File: src/rtl/sequenciador_programa.sv
// sequenciador_programa: program sequencer feeding the multicycle processor.
// Fetches 16-bit words from a synchronous ROM, issues each one with a Run pulse
// and waits for Done.
//
// Ports:
//   Clock   - single clock; Resetn - synchronous active-low reset
//   Start   - begin/resume execution (S_IDLE, S_HALT only)
//   MemData - ROM data, valid one cycle after Addr
//   Done    - processor finished current instruction (S_EXECUTA only)
//   Addr    - ROM address (= PC)
//   DIN     - word presented to the processor
//   Run     - one-cycle issue pulse
//   Busy    - executing a program
//   Halted  - stopped on halt opcode (111)
//   Erro    - watchdog tripped, sticky until reset
//
// Optional feature: define SEQUENCIADOR_WATCHDOG_EN to enable the S_EXECUTA
// timeout (TIMEOUT cycles without Done -> S_ERRO).
module sequenciador_programa #(
    parameter int ADDR_W  = 5,
    parameter int TIMEOUT = 15
) (
    input  logic              Clock,
    input  logic              Resetn,
    input  logic              Start,
    input  logic [15:0]       MemData,
    input  logic              Done,
    output logic [ADDR_W-1:0] Addr,
    output logic [15:0]       DIN,
    output logic              Run,
    output logic              Busy,
    output logic              Halted,
    output logic              Erro
);

    localparam logic [2:0] OP_MVI  = 3'b001;
    localparam logic [2:0] OP_HALT = 3'b111;

    typedef enum logic [3:0] {
        S_IDLE,
        S_BUSCA,
        S_CAPTURA,
        S_BUSCA_IMED,
        S_CAPTURA_IMED,
        S_EMITE,
        S_EXECUTA,
        S_HALT
`ifdef SEQUENCIADOR_WATCHDOG_EN
        ,
        S_ERRO
`endif
    } state_t;

    state_t            r_state;
    state_t            w_next;
    logic [ADDR_W-1:0] r_pc;
    logic [ADDR_W-1:0] w_pc_inc;
    logic [15:0]       r_instr;
    logic [15:0]       r_imed;
    logic [15:0]       r_din;
    logic [2:0]        w_mem_op;
    logic              w_instr_mvi;

`ifdef SEQUENCIADOR_WATCHDOG_EN
    logic [7:0]        r_wd_cnt;
    logic              w_wd_expired;

    assign w_wd_expired = (r_wd_cnt == 8'(TIMEOUT));
`else
    logic              w_unused_timeout;

    assign w_unused_timeout = (TIMEOUT > 0);
`endif

    // Natural overflow gives the required wrap to address 0.
    assign w_pc_inc    = r_pc + ADDR_W'(1);
    assign w_mem_op    = MemData[8:6];
    assign w_instr_mvi = (r_instr[8:6] == OP_MVI);

    assign Addr = r_pc;
    assign DIN  = r_din;

    // Next state and decoded outputs
    always_comb begin
        w_next = r_state;
        Run    = 1'b0;
        Busy   = 1'b1;
        Halted = 1'b0;
        Erro   = 1'b0;
        unique case (r_state)
            S_IDLE: begin
                Busy = 1'b0;
                if (Start) w_next = S_BUSCA;
            end
            S_BUSCA: w_next = S_CAPTURA;
            S_CAPTURA: begin
                if (w_mem_op == OP_HALT)
                    w_next = S_HALT;
                else if (w_mem_op == OP_MVI)
                    w_next = S_BUSCA_IMED;
                else
                    w_next = S_EMITE;
            end
            S_BUSCA_IMED:   w_next = S_CAPTURA_IMED;
            S_CAPTURA_IMED: w_next = S_EMITE;
            S_EMITE: begin
                Run    = 1'b1;
                w_next = S_EXECUTA;
            end
            S_EXECUTA: begin
                // Done wins over an expiring watchdog.
                if (Done)
                    w_next = S_BUSCA;
`ifdef SEQUENCIADOR_WATCHDOG_EN
                else if (w_wd_expired)
                    w_next = S_ERRO;
`endif
            end
            S_HALT: begin
                Busy   = 1'b0;
                Halted = 1'b1;
                if (Start) w_next = S_BUSCA;
            end
`ifdef SEQUENCIADOR_WATCHDOG_EN
            S_ERRO: begin
                Busy = 1'b0;
                Erro = 1'b1;
            end
`endif
            default: begin
                Busy   = 1'b0;
                w_next = S_IDLE;
            end
        endcase
    end

    // State and datapath registers
    always_ff @(posedge Clock) begin
        if (!Resetn) begin
            r_state <= S_IDLE;
            r_pc    <= '0;
            r_instr <= '0;
            r_imed  <= '0;
            r_din   <= '0;
        end else begin
            r_state <= w_next;
            if (r_state == S_CAPTURA) begin
                r_instr <= MemData;
                r_pc    <= w_pc_inc;
                // Plain instructions go straight to S_EMITE, so load DIN now.
                if (w_next == S_EMITE) r_din <= MemData;
            end
            if (r_state == S_CAPTURA_IMED) begin
                r_imed <= MemData;
                r_pc   <= w_pc_inc;
                r_din  <= r_instr;
            end
            // Processor T1 for mvi wants the immediate on DIN.
            if (r_state == S_EMITE)
                r_din <= w_instr_mvi ? r_imed : r_instr;
        end
    end

`ifdef SEQUENCIADOR_WATCHDOG_EN
    always_ff @(posedge Clock) begin
        if (!Resetn)
            r_wd_cnt <= '0;
        else if (r_state == S_EMITE)
            r_wd_cnt <= '0;
        else if (r_state == S_EXECUTA)
            r_wd_cnt <= r_wd_cnt + 8'd1;
    end
`endif

endmodule
File: config.mk
export PLATFORM = sky130hd
export DESIGN_NAME = sequenciador_programa
export DESIGN_NICKNAME = d
export VERILOG_FILES = /design/src/rtl/sequenciador_programa.sv
export SDC_FILE = /design/constraint.sdc
export NUM_CORES = 1
export LEC_CHECK = 0
export ABC_AREA = 1
export ABC_CLOCK_PERIOD_IN_PS = 1600
export CAP_MARGIN = 5
export CORE_UTILIZATION = 56
export DETAILED_ROUTE_END_ITERATION = 6
export DONT_BUFFER_PORTS = 1
export PLACE_DENSITY = 0.8
export SLEW_MARGIN = 0
export SYNTH_ARGS = -nofsm -noshare
export SYNTH_HDL_FRONTEND = slang
export SYNTH_SLANG_ARGS = --single-unit
export TNS_END_PERCENT = 100
File: constraint.sdc
create_clock -name Clock -period 1.6 [get_ports Clock]
set_clock_uncertainty 0.2 [all_clocks]
set_input_delay 0.24 -clock Clock [delete_from_list [all_inputs] [get_ports Clock]]
set_output_delay 0.24 -clock Clock [all_outputs]
set_load 0.02 [all_outputs]
== Yosys cells after proc, flatten, opt, wreduce, memory -nomap -nowiden ==
Index checks and enable logic that the tools add are counted.
Word-level totals
  input port bits: 20
  register bits after elaboration: 57
Operators by class
  equal/unequal tests: 11
  muxes and demuxes: 15
  reduce and logical (&&, ||, !) cells: 7
  add/sub/neg operators: 1
Operator list (count)
  2-to-1 mux 16 bit: 5
  case mux 4 bit (7 select lines): 1
  == test 4 x 3 -> 1 bit, second input constant: 5
  2-to-1 mux 5 bit: 2
  == test 4 x 2 -> 1 bit, second input constant: 2
  2-to-1 mux 4 bit: 2
  == test 3 x 1 -> 1 bit, second input constant: 2
  2-to-1 mux 3 bit: 2
  nonzero test 3 bit: 2
  OR reduction 6 bit: 1
  adder 5 x 1 -> 5 bit, second input constant: 1
  == test 4 x 1 -> 1 bit, second input constant: 1
  zero test 4 bit: 1
  == test 3 bit, second input constant: 1
  2-to-1 mux 1 bit: 3
  AND reduction 2 bit: 1
  nonzero test 2 bit: 1
  OR reduction 2 bit: 1

== Longest topological paths before layout ==
Gate-level depths: netlist (run 1).
  depth after elaboration: 9
  gate-level depth with buffers: 11
  depth with buffers taken out: 11

== Worst setup path before layout (run 1) ==
No wires, ideal clock.
  kind: flip-flop to flip-flop
  start point: reg r_state[1]
  end point: reg r_din[10], in the netlist DIN[10]
  path buffers: 1
  path slack: 0.065 ns
  arrival time: 1.220 ns
  data required time: 1.285 ns
  stages on the path, launching flop included: 9
  path through: dfxtp_1 > inv_2 > nor2_4 > nand2_2 > a21oi_4 > nand3_4 > buf_6 > a21oi_1 > nor2_1
Between the ends
  cells in the longest elaborated chain, start to end: 6
  elaborated cells on any way between the ends: 18
  classes of those cells: 8 x eq/ne; 5 x mux; 5 x reduce/logical
RTL lines
  from (decl): RTL line 54  | state_t r_state;
  from (signal assigned): RTL line 146  | r_state <= w_next;
  == test 4 x 3 -> 1 bit or zero test 4 bit (tied branches): RTL line 90  | unique case (r_state)
  OR reduction 2 bit (no source line)
  case mux 4 bit (7 select lines): RTL line 90
  == test 4 x 3 -> 1 bit: RTL line 151  | if (w_next == S_EMITE) r_din <= MemData;
  nonzero test 3 bit (no source line)
  AND reduction 2 bit (no source line)
  to (signal assigned): RTL line 151
  to (signal assigned): RTL line 156  | r_din <= r_instr;
  to (signal assigned): RTL line 160  | r_din <= w_instr_mvi ? r_imed : r_instr;
  to (decl): RTL line 60  | logic [15:0] r_din;
Parallel ways exist; a longest one is shown, timed or not.
A chain may end at the register's enable or synchronous reset.

== Worst setup path after layout (run 1) ==
Same ends and word-level chain as after synthesis.

==> flow_summary.yaml, run 1 <==
clock_tree:
  clock-sinks: 57
  cts-htree-levels: 3
  cts_root_buffer: "clkbuf_8"
  cts_buffer_depth: 2
  clkTransAtPathRegs_ns: 0.08
  cts_tree: "done"
  clock_latency_ns: 0.36
  cts-buffers-inserted: 9
yosys:
  avgSynthCellArea_um2: 6.967
  yosysSeqAreaShare: 0.4157
  yosysWarningCount: 0
  ys_types: 28
  netlist_instances: 394
  async_flop_share: 0
  yosysTopAreaCellShare: 0.4157
  synth_edf_count: 0
  synth_largest_area_cell: "dfxtp_1"
  synth_most_common_cell: "nand2_1"
  synth_area_mm2: 0.002745
  ys_ff_latch: 57
  synth_commonest_cells: "nand2_1 (73), nor2_1 (68), dfxtp_1 (57)"
  synth_ff_type: "dfxtp_1"
  synthTopCellsByArea: "dfxtp_1 (42%), nand2_1 (10%), nor2_1 (9.3%), o21ai_0 (8.4%), a21oi_1 (6.9%)"
cells_and_area:
  final_nets: 478
  antenna_cells: 0
  final_core_util: 0.8154
  area_delta_synth_final_pct: 40.29
  final_layout_size_suffix_gt1_frac: 0.2468
  fin_cells: 529
detailed_routing:
  drtAntennaViolNets: 0
  wl_mm: 9.410
  vias: 3137
  drt_pre_antenna_iters: 5
  via_per_inst: 5.930
  drtIter0Drc: 389
  wire_per_inst_um: 17.79
  drc: 0
power:
  total_power_uw: 3461
  switchingPower_uw: 830.2
  powerDensity_mw_per_mm2: 898.7
  vdd_ir_drop_max_mv: 0.6990
  power_frac_seq: 0.424
  swShare: 0.2399
  power.share.combinational: 0.080
  cellLeakagePower_uw: 0.001716
  intPower_uw: 2631
  clkPwrFrac: 0.496
die:
  core_area_mm2: 0.004723
  die_area_mm2: 0.005186
  die_w_um: 72.02
  die_h_um: 72.02
  ios: 45
  start_util: 0.5812
  num_rows: 25
timing:
  setup_tns_ns: -4.060
  timing.final.crit_period_ns: 1.850
  hold_violations: 0
  rsz0062_at_grt: "yes"
  setup_ws_ns: -0.2502
  setup_viol: 32
  finalCritPeriodShare: 1.156
  fmax_mhz: 540.5
  slew_violations: 0
global_route:
  first_global_vias: 2683
  grt_first_pass_wirelength_mm: 12.92
  grt_use_total: 0.3292
  antenna_found_initial: 0
  grt_max_degree: 53
  globalRouteOverflowTotal: 0
placement:
  place.port_buffers: 0
  dp_cells: 473
  hpwl_mm: 4.465
  place_congestion: 0.8930
setup_path:
  cp.required_ns: 1.64
  crit_slowest_cell: "dfxtp_4"
  cp_cell_sequence: "inv_4, nor2_4, nand2_4, a21oi_4, nand3_4, buf_4, buf_12, a21oi_1, nor2_1"
  worstPathArrival_ns: 1.89
  endpoint_kind: "register"
  critPathMaxFanout: 12
  crit_path_max_incr_delay_ns: 0.40
  startpoint_type: "register"
  path_class: "register to register"
flow_run:
  cap_violations: 0
run_status:
  violations: "negative setup slack"
  status: "finished, violations left"
min_path:
  min_path_type: "primary input to register"
==> worst paths after layout <==
| kind | start | end | slack [ns] | cells past startpoint |
|---|---|---|---|---|
| max | r_state[1] | DIN[10] | -0.25 | 9 |
| min | MemData[7] | DIN[7] | 0.04 | 6 |
| max reg2reg | r_state[1] | DIN[10] | -0.25 | 9 |
| min reg2reg | r_imed[14] | r_imed[14] | 0.29 | 2 |
==> power groups by stage <==
stage,Sequential (uW),Combinational [uW],Clock (uW)
after global routing,1470,294,1760
after floorplan,1500,128,0
final,1470,276,1720
after CTS,1470,243,1690
after detailed placement,1500,149,0
after global placement,1500,146,0
==> per-stage QoR <==
stage               hold WS, ns  worst slack, ns  instance area (um^2)
detailed placement       0.1728          -0.1020                  3003
global placement         0.1627         -0.08553                  3003
CTS                    0.009697         -0.09793                  3691
global route            0.06224          -0.3659                  3851
finish                  0.03889          -0.2502                  3851
floorplan                0.1828          0.06495                  2749
==> sequential cells by signal, indices dropped and copies added (netlist names) <==
name / flops
DIN: 16
r_imed: 16
r_instr: 16
Addr: 5
r_state: 4
==> cell type report <==
class / instances / area, um^2
Clock buffer: 11 / 141.4
Clock inverter: 5 / 102.6
Fill cell: 273 / 872.1
Inverter: 33 / 136.4
Multi-Input combinational cell: 282 / 1489
Sequential cell: 57 / 1156
Tap cell: 67 / 83.83
Timing Repair Buffer: 74 / 742.0
==> layout by cell type (no fill, tap or decap), types with 3 or more instances in the layout <==
cell           netlist  final
nor2_4               1      5
o21ai_1              0      6
nor2_1              68     64
inv_1               28     24
nand2_2              3     10
nand2_4              0      3
inv_2                5      5
bufinv_16            0      3
dlygate4sd3_1        0     19
buf_12               0      4
clkbuf_8             0     10
nand3_1              9      8
buf_6                2      9
nand2_1             73     62
dfxtp_1             57     53
a21oi_1             38     36
nand3b_1            12     12
buf_4                3     38
dfxtp_4              0      4
nor3_1               3      3
o211ai_1            14     14
inv_4                0      3
o21ai_0             46     38
==> layer usage <==
metal	track usage	routed length [um]	share of wire	vias to the layer above
li1	-	-	-	1419
met1	0.4374	3848	0.41	1422
met2	0.4906	4107	0.44	251
met3	0.09722	1078	0.11	45
met4	0.1590	376	0.040	0
met5	0	0	0	-
==> cells by family (layout without fill, tap and decap cells) <==
logic type | after synthesis | after routing | synth area share
XOR/XNOR | 1 | 1 | 0.003191
flip-flops | 57 | 57 | 0.4157
other | 1 | 2 | 0.001366
AND/OR/NAND/NOR | 176 | 176 | 0.2812
buffers and inverters | 56 | 123 | 0.08979
adder cells (fa/ha/maj) | 1 | 1 | 0.004557
AO/OA/AOI/OAI | 102 | 102 | 0.2042
==> repair_timing <==
item,4_1_cts,5_1_grt
setup buffers,10,8
gates cloned,2,0
gates resized for setup,34,38
pin swaps,3,6
endpoints found under the setup margin,20,27
hold buffers,20,0
endpoints found under the hold margin,56,0
==> worst max-delay path, delay by kind of cell (launching register included) <==
kind / cells / cell delay [ns]
compound gates: 2 / 0.35
buf+inv: 3 / 0.35
flops: 1 / 0.40
simple gates: 4 / 0.43
(Power assumes the default switching activity.)
==> run 2, diff against run 1 <==
REMOVE_ABC_BUFFERS = 1   (was unset)
==> flow_summary.yaml, run 2 (synthesized netlist as in run 1, its figures left out) <==
run_status:
  status: "finished, violations left"
  violations: "negative setup slack"
placement:
  place_congestion: 0.8832
  dp_cells: 471
  hpwl_mm: 4.141
  place.port_buffers: 0
  dpl_cell_area_mm2: 0.003015
  place_ws_ns: -0.09796
setup_path:
  endpoint_kind: "register"
  cp.required_ns: 1.64
  crit_slowest_cell: "dfxtp_4"
  startpoint_type: "register"
  path_class: "register to register"
  worstPathArrival_ns: 1.88
  reg2reg_depth: 11
  path_common_cell: "nor2_4"
  crit_path_max_incr_delay_ns: 0.38
  critPathMaxFanout: 14
  cp_cell_sequence: "inv_2, buf_6, nor2_4, nand2_1, nor2_4, nor2_4, nand3_4, buf_12, nand3b_1, nand2_1, nor2_2"
die:
  die_h_um: 72.02
  start_util: 0.5812
  num_rows: 25
  core_area_mm2: 0.004723
  ios: 45
  die_area_mm2: 0.005186
  die_w_um: 72.02
power:
  switchingPower_uw: 739.8
  clkPwrFrac: 0.455
  power.share.combinational: 0.083
  cellLeakagePower_uw: 0.001674
  powerDensity_mw_per_mm2: 846.7
  total_power_uw: 3175
  swShare: 0.2330
  intPower_uw: 2435
  vdd_ir_drop_max_mv: 0.6746
  power_frac_seq: 0.462
clock_tree:
  cts_buffer_depth: 2
  cts_root_buffer: "clkbuf_8"
  clock-sinks: 57
  cts_tree: "done"
  cts-htree-levels: 3
  clkTransAtPathRegs_ns: 0.07
  clock_latency_ns: 0.34
  cts-buffers-inserted: 9
cells_and_area:
  seqCellArea_mm2: 0.001156
  final_common_cell: "nand2_1"
  multi_input_area_mm2: 0.001498
  final_layout_size_suffix_gt1_frac: 0.2362
  final_nets: 470
  area_delta_synth_final_pct: 36.60
  antenna_cells: 0
  layout_common_cells: "nand2_1 (65), nor2_1 (62), dfxtp_1 (53)"
  fin_cells: 520
  nFillCells: 286
  design_area_mm2: 0.003750
min_path:
  min_path_type: "primary input to register"
  hold-path-cell-count: 3
detailed_routing:
  wl_mm: 7.715
  drc: 0
  drtIter0Drc: 255
  wire_per_inst_um: 14.84
  drtAntennaViolNets: 0
  via_per_inst: 5.450
  vias: 2834
  drt_pre_antenna_iters: 5
timing:
  rsz0062_at_grt: "yes"
  setup_viol: 22
  slew_violations: 0
  fmax_mhz: 545.8
  finalCritPeriodShare: 1.145
  hold_violations: 0
  setup_ws_ns: -0.2322
  timing.final.crit_period_ns: 1.832
flow_run:
  cap_violations: 0
global_route:
  antenna_found_initial: 0
  grt_use_total: 0.2993
  globalRouteOverflowTotal: 0
  first_global_vias: 2668
  grt_max_degree: 53
  grt_first_pass_wirelength_mm: 11.90
[run 2: cell count changes in the layout (fill, tap and decap cells not counted), moves of 3 or more]
cell,change
a21oi_2,+4
nand2_2,-4
clkbuf_8,+3
nor2_4,+3
a21oi_1,-4
buf_4,-13
nand2_1,+3
buf_6,+6
[run 2: layout make-up]
type                       count  share of cell area
sequential                    57              0.3083
multi-input combinational    282              0.3994
clock inverter                 2            0.009343
clock buffer                  13             0.04771
inverter                      33             0.03370
timing repair buffer          66              0.1792
tap                           67             0.02236
[run 2: through the flow]
step | setup TNS, ns | hold WS, ns | util
global route | -5.522 | 0.01134 | 0.7939
CTS | -1.172 | 0.002345 | 0.7727
finish | -3.173 | 0.01512 | 0.7939
global placement | -0.02556 | 0.1656 | 0.6384
floorplan | -8.099 | 0.1604 | -
detailed placement | -0.5846 | 0.1686 | 0.6384
[run 2: metal layers]
layer	up-vias	global-route usage	wire length (um)
met5	-	0	0
met4	0	0.1394	197
met3	21	0.08889	416
met2	102	0.5136	3869
met1	1313	0.3429	3231
li1	1398	-	-
[run 2: power by group through the flow]
stage / sequential, uW / combinational (uW) / clock, uW
after floorplan: 1500 / 110 / 0
after global placement: 1500 / 146 / 0
after detailed placement: 1500 / 152 / 0
after CTS: 1470 / 236 / 1450
after global routing: 1470 / 287 / 1530
final: 1470 / 263 / 1440
[run 2: critical path: cells and delay by family (launching register included)]
family,cells,cell delay (ns)
simple gates,8,0.80
flops,1,0.38
buf+inv,3,0.34
[run 2: worst paths after layout]
kind                   start          to  slack (ns)
setup / recovery  r_state[1]      DIN[1]       -0.23
hold / removal        Resetn      DIN[6]        0.02
setup reg to reg  r_state[1]      DIN[1]       -0.23
hold reg to reg   r_instr[2]  r_instr[2]        0.27
[run 2: repair_timing]
item,4_1_cts,5_1_grt
hold buffers,19,1
cloned,0,1
hold endpoints to repair,56,2
endpoints found under the setup margin,19,38
resized for setup,51,16
buffers inserted,9,5
pin swaps,11,8
